==> src/rtl/io_fifo_bridge.sv <==
// io_fifo_bridge
// Connects the single-cycle core's I/O words to an external device.
//   Output path: core stores go into a DEPTH-entry circular FIFO. The FIFO is
//                drained by the device through a valid/ready handshake.
//   Input path : device words are captured into a one-entry holding register.
//                That register drives the core's read_in.
// Ports:
//   clock, rst                   clock and asynchronous active-low reset
//   cpu_wr_en, cpu_wr_data       core store to the output I/O address
//   cpu_rd_en                    core load from the input I/O address (consumes)
//   read_in, in_avail            held input word and its "unconsumed" flag
//   out_full, overflow           FIFO full / sticky "core write was dropped"
//   dev_out_data/valid/ready     FIFO head handshake towards the device
//   dev_in_data/valid/ready      device word handshake into the holding register
module io_fifo_bridge #(
  parameter int WIDTH = 16,
  parameter int DEPTH = 4
) (
  input  logic             clock,
  input  logic             rst,
  input  logic             cpu_wr_en,
  input  logic [WIDTH-1:0] cpu_wr_data,
  input  logic             cpu_rd_en,
  output logic [WIDTH-1:0] read_in,
  output logic             in_avail,
  output logic             out_full,
  output logic             overflow,
  output logic [WIDTH-1:0] dev_out_data,
  output logic             dev_out_valid,
  input  logic             dev_out_ready,
  input  logic [WIDTH-1:0] dev_in_data,
  input  logic             dev_in_valid,
  output logic             dev_in_ready
);

  localparam int AW = (DEPTH > 1) ? $clog2(DEPTH) : 1;
  localparam logic [AW:0] PTR_STEP = {{AW{1'b0}}, 1'b1};

  logic [WIDTH-1:0] mem [DEPTH];
  logic [AW:0]      wr_ptr_reg, rd_ptr_reg;
  logic             overflow_reg;
  logic             in_avail_reg;
  logic [WIDTH-1:0] read_in_reg;

  logic empty, full, pop, push, capture, consume;

  // The pointers carry one extra MSB. Equal low bits with different MSBs
  // means the write pointer has lapped the read pointer, so the FIFO is full.
  assign empty = (wr_ptr_reg == rd_ptr_reg);
  assign full  = (wr_ptr_reg[AW-1:0] == rd_ptr_reg[AW-1:0]) &&
                 (wr_ptr_reg[AW] != rd_ptr_reg[AW]);

  assign pop  = !empty && dev_out_ready;
  // When full, a write can still be accepted if a pop frees a slot in the
  // same cycle.
  assign push = cpu_wr_en && (!full || pop);

  // The holding register accepts a device word only while it is empty.
  // Because of this, capture and consume never coincide.
  assign capture = dev_in_valid && !in_avail_reg;
  assign consume = cpu_rd_en && in_avail_reg;

  // Storage is not reset. The head read is combinational, so a popped
  // entry is replaced by the next head right after the edge.
  always_ff @(posedge clock) begin
    if (push) begin
      mem[wr_ptr_reg[AW-1:0]] <= cpu_wr_data;
    end
  end

  always_ff @(posedge clock or negedge rst) begin
    if (!rst) begin
      wr_ptr_reg   <= '0;
      rd_ptr_reg   <= '0;
      overflow_reg <= 1'b0;
    end else begin
      if (push) begin
        wr_ptr_reg <= wr_ptr_reg + PTR_STEP;
      end
      if (pop) begin
        rd_ptr_reg <= rd_ptr_reg + PTR_STEP;
      end
      if (cpu_wr_en && !push) begin
        overflow_reg <= 1'b1;
      end
    end
  end

  always_ff @(posedge clock or negedge rst) begin
    if (!rst) begin
      in_avail_reg <= 1'b0;
      read_in_reg  <= '0;
    end else begin
      if (capture) begin
        in_avail_reg <= 1'b1;
        read_in_reg  <= dev_in_data;
      end else if (consume) begin
        // read_in keeps the consumed word until the next capture.
        in_avail_reg <= 1'b0;
      end
    end
  end

  assign dev_out_valid = !empty;
  assign dev_out_data  = mem[rd_ptr_reg[AW-1:0]];
  assign out_full      = full;
  assign overflow      = overflow_reg;
  assign in_avail      = in_avail_reg;
  assign read_in       = read_in_reg;
  assign dev_in_ready  = !in_avail_reg;

endmodule

==> config.mk <==
export PLATFORM = sky130hd
export DESIGN_NAME = io_fifo_bridge
export DESIGN_NICKNAME = d
export VERILOG_FILES = /design/src/rtl/io_fifo_bridge.sv
export SDC_FILE = /design/constraint.sdc
export NUM_CORES = 1
export LEC_CHECK = 0
export CAP_MARGIN = 20
export CORE_MARGIN = 1.5
export CORE_UTILIZATION = 38
export DETAILED_ROUTE_END_ITERATION = 10
export PLACE_DENSITY = 0.71
export SKIP_LAST_GASP = 1
export SYNTH_ARGS = -nofsm -noshare
export SYNTH_HDL_FRONTEND = slang
export SYNTH_SLANG_ARGS = --single-unit
==> constraint.sdc <==
create_clock -name clock -period 1.85 [get_ports clock]
set_clock_uncertainty 0.15 [all_clocks]
set_input_delay 0.4625 -clock clock [delete_from_list [all_inputs] [get_ports clock]]
set_output_delay 0.4625 -clock clock [all_outputs]
set_load 0.02 [all_outputs]
==> metrics, run 1 <==
clk_lat worst skew=0.34 ns; synth warn=0; DR vias=1905; Max-slew headroom=about 68%; Die Wd=97.9 um; P&R area growth vs syn=40.3%; final hold vios=0; initial DRC count=between 50 and 60; Max VDD drop=0.000886 V; crit path cell chain=buf_12, mux4_2, buf_6; final design utilization=55.0%; Antenna Nets Post-Route=0; CTS tree=yes; crit start category=register; path type of the worst min-delay path=input pin to async pin; Seq/Total Area, Yosys=about 74%; Die Y=between 90 and 100 um; antenna violations before repair=0; CTS Buf Count=9; WP data arrival=1.61 ns; RSZ-0062 raised after global routing=yes; Mapped Area=approximately 3400 um^2; post-synthesis async set-or-reset flop share=a little over a quarter; pre-CTS setup slack=-0.418 ns; Avg Inst Size Synth=roughly 21 um^2; Final min period=~2.2 ns; Main synth FF type=edfxtp_1; Residual DRC=0; critical path's top delay family=multiplexers; clk slew on worst S/H paths=around 0.08 ns; FF+latch count, synth=88; hold-fix buffers at CTS=0; post-synthesis cell count=164; gr usage total=15.1%; # H-tree levels=3; initial core utilization=between 30% and 40%; Clock Tree Buf Depth=2; Least-Margin Pin Slew=0.472 ns; Sink Count=88; max reg flops=64; Req. time, crit path=~1.2 ns; Final Non-Filler Cells=382; Via-to-Cell Ratio=around 5; TritonRoute pass-1 iters=4; gr ovfl total=0; # IOs=75; EDFF count, synth=64; largest net degree at the start of global routing=25; Setup WS post-layout=-0.371 ns; Max FO, Critical Path=7; HPWL after DPL=between 4000 and 5000 um; Setup crit end kind=output pin; core area=about 8700 um^2; die area=between 9000 and 10000 um^2; WS Path Type=register to output pin; # diodes=0; WL/cell=approximately 18 um; failing checks=negative setup slack; final net count=313; PortBufs=74; Max Clk Rate=450 MHz; fin crit share=120%; # placed instances=357; Root Buffer Master=clkbuf_8; outcome=finished, violations left; final setup vio count=84; Pwr Total=between 7 and 8 mW; Max-Cap Viols=0; Slew Limit Fails=0; FP Rows=34; Netlist cell types=26; final wirelength=between 6000 and 7000 um; leak pwr=1.77 nW; global-route wire length before repair=roughly 11000 um; layout cell share with drive strength beyond 1=approximately two fifths; CP peak stage delay=between 0.5 and 0.6 ns; routability cong.=between 0.7 and 0.8; vias in the first global route=2063; WP buf/inv=2; Pwr Density=about 1600 nW/um^2; Synth Net Count=approximately 210; Crit-path slowest cell=mux4_2
[what timing repair did]
action / 4_1_cts / 5_1_grt
pin swaps: 3 / 5
endpoints found under the setup margin: 103 / 88
setup buffers: 4 / 2
resized for setup: 138 / 13
gates cloned: 6 / 0
[kinds of logic (layout without fill, tap and decap cells)]
logic type | Yosys count | after routing | synth area share (%)
AOI/OAI and AO/OA | 9 | 9 | 2.16
buffers and inverters | 10 | 115 | 1.21
and+or+nand+nor | 11 | 16 | 2.19
xor gates and xnor gates | 6 | 6 | 2.09
adders and majority gates | 5 | 5 | 1.83
DFF | 88 | 88 | 73.7
muxes | 35 | 35 | 16.8
[final timing paths]
kind / startpoint / endpoint / slack, ns / cells past startpoint
max in group asynchronous: rst / rd_ptr_reg[1] / 0.96 / 2
hold reg to reg: overflow / overflow / 0.34 / 1
setup reg to reg: wr_ptr_reg[2] / mem[3][7] / -0.12 / 4
setup / recovery: rd_ptr_reg[0] / dev_out_data[9] / -0.37 / 3
min in group clock: overflow / overflow / 0.34 / 1
hold / removal: rst / wr_ptr_reg[2] / 0.32 / 2
[Yosys cell counts (2+ instances only)]
cell	instances	area [um^2]
mux2_2	19	214
dfrtp_1	24	601
mux4_2	16	360
o21bai_1	2	15.0
o31ai_1	2	15.0
nor3b_1	2	15.0
buf_2	3	15.0
inv_1	4	15.0
clkbuf_1	2	7.51
ha_1	5	62.6
xnor2_1	3	26.3
xor2_1	2	17.5
edfxtp_1	64	1920
and3_2	4	30.0
[through the flow]
stage | setup TNS [ns] | instance area, um^2 | hold slack [ns]
after floorplan | -2.07 | 3460 | 0.0169
after global placement | -30.65 | 4440 | 0.316
after detailed placement | -30.83 | 4440 | 0.319
after CTS | -22.51 | 4760 | 0.308
after global routing | -17.65 | 4800 | 0.354
final | -12.77 | 4800 | 0.323
[worst reg2reg max path: stages (launching register included)]
cell     delay (ns)
dfrtp_1        0.41
xnor2_2        0.19
buf_4          0.16
or4_4          0.56
and3_4         0.25
[power by group]
part,leakage (nW),switching [mW],internal (mW)
logic,0.816,1.76,1.84
registers,0.864,0.212,2.61
clock network,0.0900,0.631,0.617
[final cells by class]
type                            count  area (um^2)
Fill cell                         683         3920
Tap cell                          108          135
Sequential cell                    88         2520
Timing Repair Buffer               96          940
Inverter                            4         15.0
Clock inverter                      5         58.8
Clock buffer                       10          128
Multi-Input combinational cell     71          998
[layer usage]
metal / routed length (um) / global-route usage, % / vias up
met5: 0 / 0 / -
met4: 61 / 4.18 / 0
met3: 525 / 6.59 / 7
met2: 3340 / 24.0 / 75
met1: 2900 / 19.0 / 948
li1: - / - / 875
[cell usage in the layout, fill, tap and decap left out, types with 2 or more instances in the layout]
master,synthesis,layout
edfxtp_1,64,64
clkdlybuf4s50_1,0,37
dfrtp_1,24,22
dlygate4sd2_1,0,19
mux2_2,19,18
buf_6,0,18
buf_4,0,18
mux4_2,16,16
clkbuf_8,0,9
and3_4,0,8
ha_1,5,5
inv_1,4,4
buf_12,0,3
xor2_4,1,2
or4_4,1,2
xnor2_1,3,2
nor3b_1,2,2
o21bai_1,2,2
clkinv_4,0,2
dfrtp_2,0,2
Power figures use the tool's default switching activity.
==> inputs of run 2 (changes only) <==
--- a/config.mk
+++ b/config.mk
@@ -7,10 +7,10 @@
 export LEC_CHECK = 0
 export CAP_MARGIN = 20
 export CORE_MARGIN = 1.5
-export CORE_UTILIZATION = 38
+export CORE_UTILIZATION = 35
 export DETAILED_ROUTE_END_ITERATION = 10
-export PLACE_DENSITY = 0.71
-export SKIP_LAST_GASP = 1
+export PLACE_DENSITY = 0.67
+export SLEW_MARGIN = 10
 export SYNTH_ARGS = -nofsm -noshare
 export SYNTH_HDL_FRONTEND = slang
 export SYNTH_SLANG_ARGS = --single-unit
==> metrics, run 2 (synthesized netlist as in run 1, its figures left out) <==
# H-tree levels=3 (unchanged); WS Path Type=register to output pin (unchanged); Least-Margin Pin Slew=0.441 ns (was 0.472 ns); largest net degree at the start of global routing=25 (unchanged); antenna violations before repair=0 (unchanged); Comb pwr share=46.5% (was 46.9%); pre-CTS setup slack=-0.455 ns (was -0.418 ns); r2r endpoint=wr_ptr_reg[2] (was mem[3][7]); layout cell share with drive strength beyond 1=40.0% (was 39.1%); Pwr Density=1610 nW/um^2 (was 1600 nW/um^2); fin crit share=121% (was 120%); Residual DRC=0 (unchanged); final hold vios=0 (unchanged); Clock Tree Buf Depth=2 (unchanged); HPWL after DPL=4190 um (was 4130 um); routability cong.=0.758 (was 0.731); vias in the first global route=2212 (was 2063); Slew Limit Fails=0 (unchanged); initial core utilization=36.5% (was 39.2%); gr usage total=15.4% (was 15.1%); final wirelength=7180 um (was 6830 um); Sequential Power Share=36.1% (was 36.8%); final setup vio count=84 (unchanged); core area=9370 um^2 (was 8720 um^2); PortBufs=74 (unchanged); WP data arrival=1.63 ns (was 1.61 ns); Req. time, crit path=1.24 ns (about the same); Max-Cap Viols=0 (unchanged); Final min period=2.24 ns (was 2.22 ns); Max VDD drop=0.000713 V (was 0.000886 V); global-route wire length before repair=11700 um (was 10900 um); # fillers=813 (was 683); Setup WS post-layout=-0.390 ns (was -0.371 ns); outcome=finished, violations left (unchanged); TritonRoute pass-1 iters=4 (unchanged); Final Non-Filler Cells=404 (was 382); CP peak stage delay=0.51 ns (was 0.52 ns); Max FO, Critical Path=7 (unchanged); Sink Count=88 (unchanged); gr ovfl total=0 (unchanged); Via-to-Cell Ratio=4.83 (was 4.99); Max-slew headroom=70.5% (was 68.4%); commonest non-fill, non-tap cells in the layout=edfxtp_1, clkdlybuf4s50_1, dfrtp_1 (unchanged); Root Buffer Master=clkbuf_8 (unchanged); FP Rows=35 (was 34); CTS Buf Count=9 (unchanged); Die Wd=102 um (was 97.9 um); Setup crit end kind=output pin (unchanged); worst reg2reg setup slack=-0.20 ns (was -0.12 ns); commonest non-fill, non-tap cell in the layout=edfxtp_1 (unchanged); hold-fix buffers at CTS=0 (unchanged); crit path cell chain=buf_8, mux4_2, buf_2 (was buf_12, mux4_2, buf_6); Internal=5.07 mW (about the same); WHS=0.312 ns (was 0.323 ns); clock power share=17.4% (was 16.3%); max reg flops=64 (unchanged); initial DRC count=88 (was 55); final net count=313 (unchanged); # diodes=0 (unchanged); Die Y=102 um (was 97.9 um); leak pwr=1.78 nW (was 1.77 nW); P&R area growth vs syn=41.5% (was 40.3%); # IOs=75 (unchanged); Max Clk Rate=446 MHz (was 450 MHz); setup_tns=-14.39 ns (was -12.77 ns); Crit-path slowest cell=mux4_2 (unchanged); Reg2Reg Depth=5 (was 4); # placed instances=379 (was 357); die area=10400 um^2 (was 9580 um^2); RSZ-0062 raised after global routing=yes (unchanged); crit start category=register (unchanged); WL/cell=17.8 um (was 17.9 um); P_sw=2.72 mW (was 2.60 mW); clk_lat worst skew=0.35 ns (was 0.34 ns); DR vias=1953 (was 1905); CTS tree=yes (unchanged); failing checks=negative setup slack (unchanged); RR Startpoint=rd_ptr_reg[2] (was wr_ptr_reg[2]); Antenna Nets Post-Route=0 (unchanged); switching share of power=34.9% (was 33.9%); clk slew on worst S/H paths=0.09 ns (was 0.08 ns); path type of the worst min-delay path=input pin to async pin (unchanged)
-- run 2: layout make-up --
type | count | area [um^2] | share of cell area [%]
Inverter | 4 | 15.0 | 0.310
Sequential cell | 88 | 2520 | 52.1
Clock inverter | 7 | 78.8 | 1.63
Timing Repair Buffer | 96 | 932 | 19.3
Multi-Input combinational cell | 71 | 1010 | 20.8
Tap cell | 129 | 161 | 3.33
Clock buffer | 9 | 124 | 2.56
-- run 2: worst max path at each step --
stage,startpoint,to,depth (start not counted)
floorplan,rd_ptr_reg[1],mem[0][0],4
finish,rd_ptr_reg[0],dev_out_data[0],3
global route,rd_ptr_reg[0],dev_out_data[0],3
CTS,rd_ptr_reg[0],dev_out_data[2],4
detailed placement,rd_ptr_reg[0],dev_out_data[0],3
global placement,rd_ptr_reg[0],dev_out_data[0],3
-- run 2: what timing repair did --
item                                    CTS  global route
endpoints found under the hold margin     0             0
pin swaps                                 4             4
resized for setup                       140             7
cloned                                    6             0
endpoints found under the setup margin  104            88
setup buffers                             3             1
-- run 2: layer usage --
metal	share of wire (%)	wire length [um]	track usage, %	up-vias
met4	1.9	135	6.01	0
met2	48	3430	25.6	70
met1	43	3090	18.8	993
li1	-	-	-	878
met3	7.3	528	4.86	12
met5	0	0	0	-
-- run 2: per-stage QoR --
stage,cell area [um^2],total power [mW],utilization [%]
finish,4840,7.79,51.7
detailed placement,4470,6.04,47.7
CTS,4820,7.78,51.4
global route,4840,8.21,51.7
global placement,4470,5.99,47.7
floorplan,3460,4.61,-
-- run 2: critical path: cells and delay by family (launching register included) --
kind | cells | cell delay (ns)
buffers and inverters | 2 | 0.34
flip-flops | 1 | 0.43
multiplexers | 1 | 0.51
-- run 2: power groups by stage --
stage	clock network (mW)	registers (mW)	logic [mW]
global route	1.45	2.86	3.90
global placement	0	2.82	3.17
finish	1.36	2.81	3.63
floorplan	0	2.92	1.69
detailed placement	0	2.83	3.21
CTS	1.38	2.80	3.59
==> inputs of run 3 (changes only) <==
--- a/config.mk
+++ b/config.mk
@@ -5,9 +5,10 @@
 export SDC_FILE = /design/constraint.sdc
 export NUM_CORES = 1
 export LEC_CHECK = 0
-export CAP_MARGIN = 20
+export CAP_MARGIN = 10
 export CORE_MARGIN = 1.5
 export CORE_UTILIZATION = 35
+export CTS_CLUSTER_SIZE = 14
 export DETAILED_ROUTE_END_ITERATION = 10
 export PLACE_DENSITY = 0.67
 export SLEW_MARGIN = 10
==> results of run 3 <==
No change in the layout: final DEF, timing and power equal those of run 2.
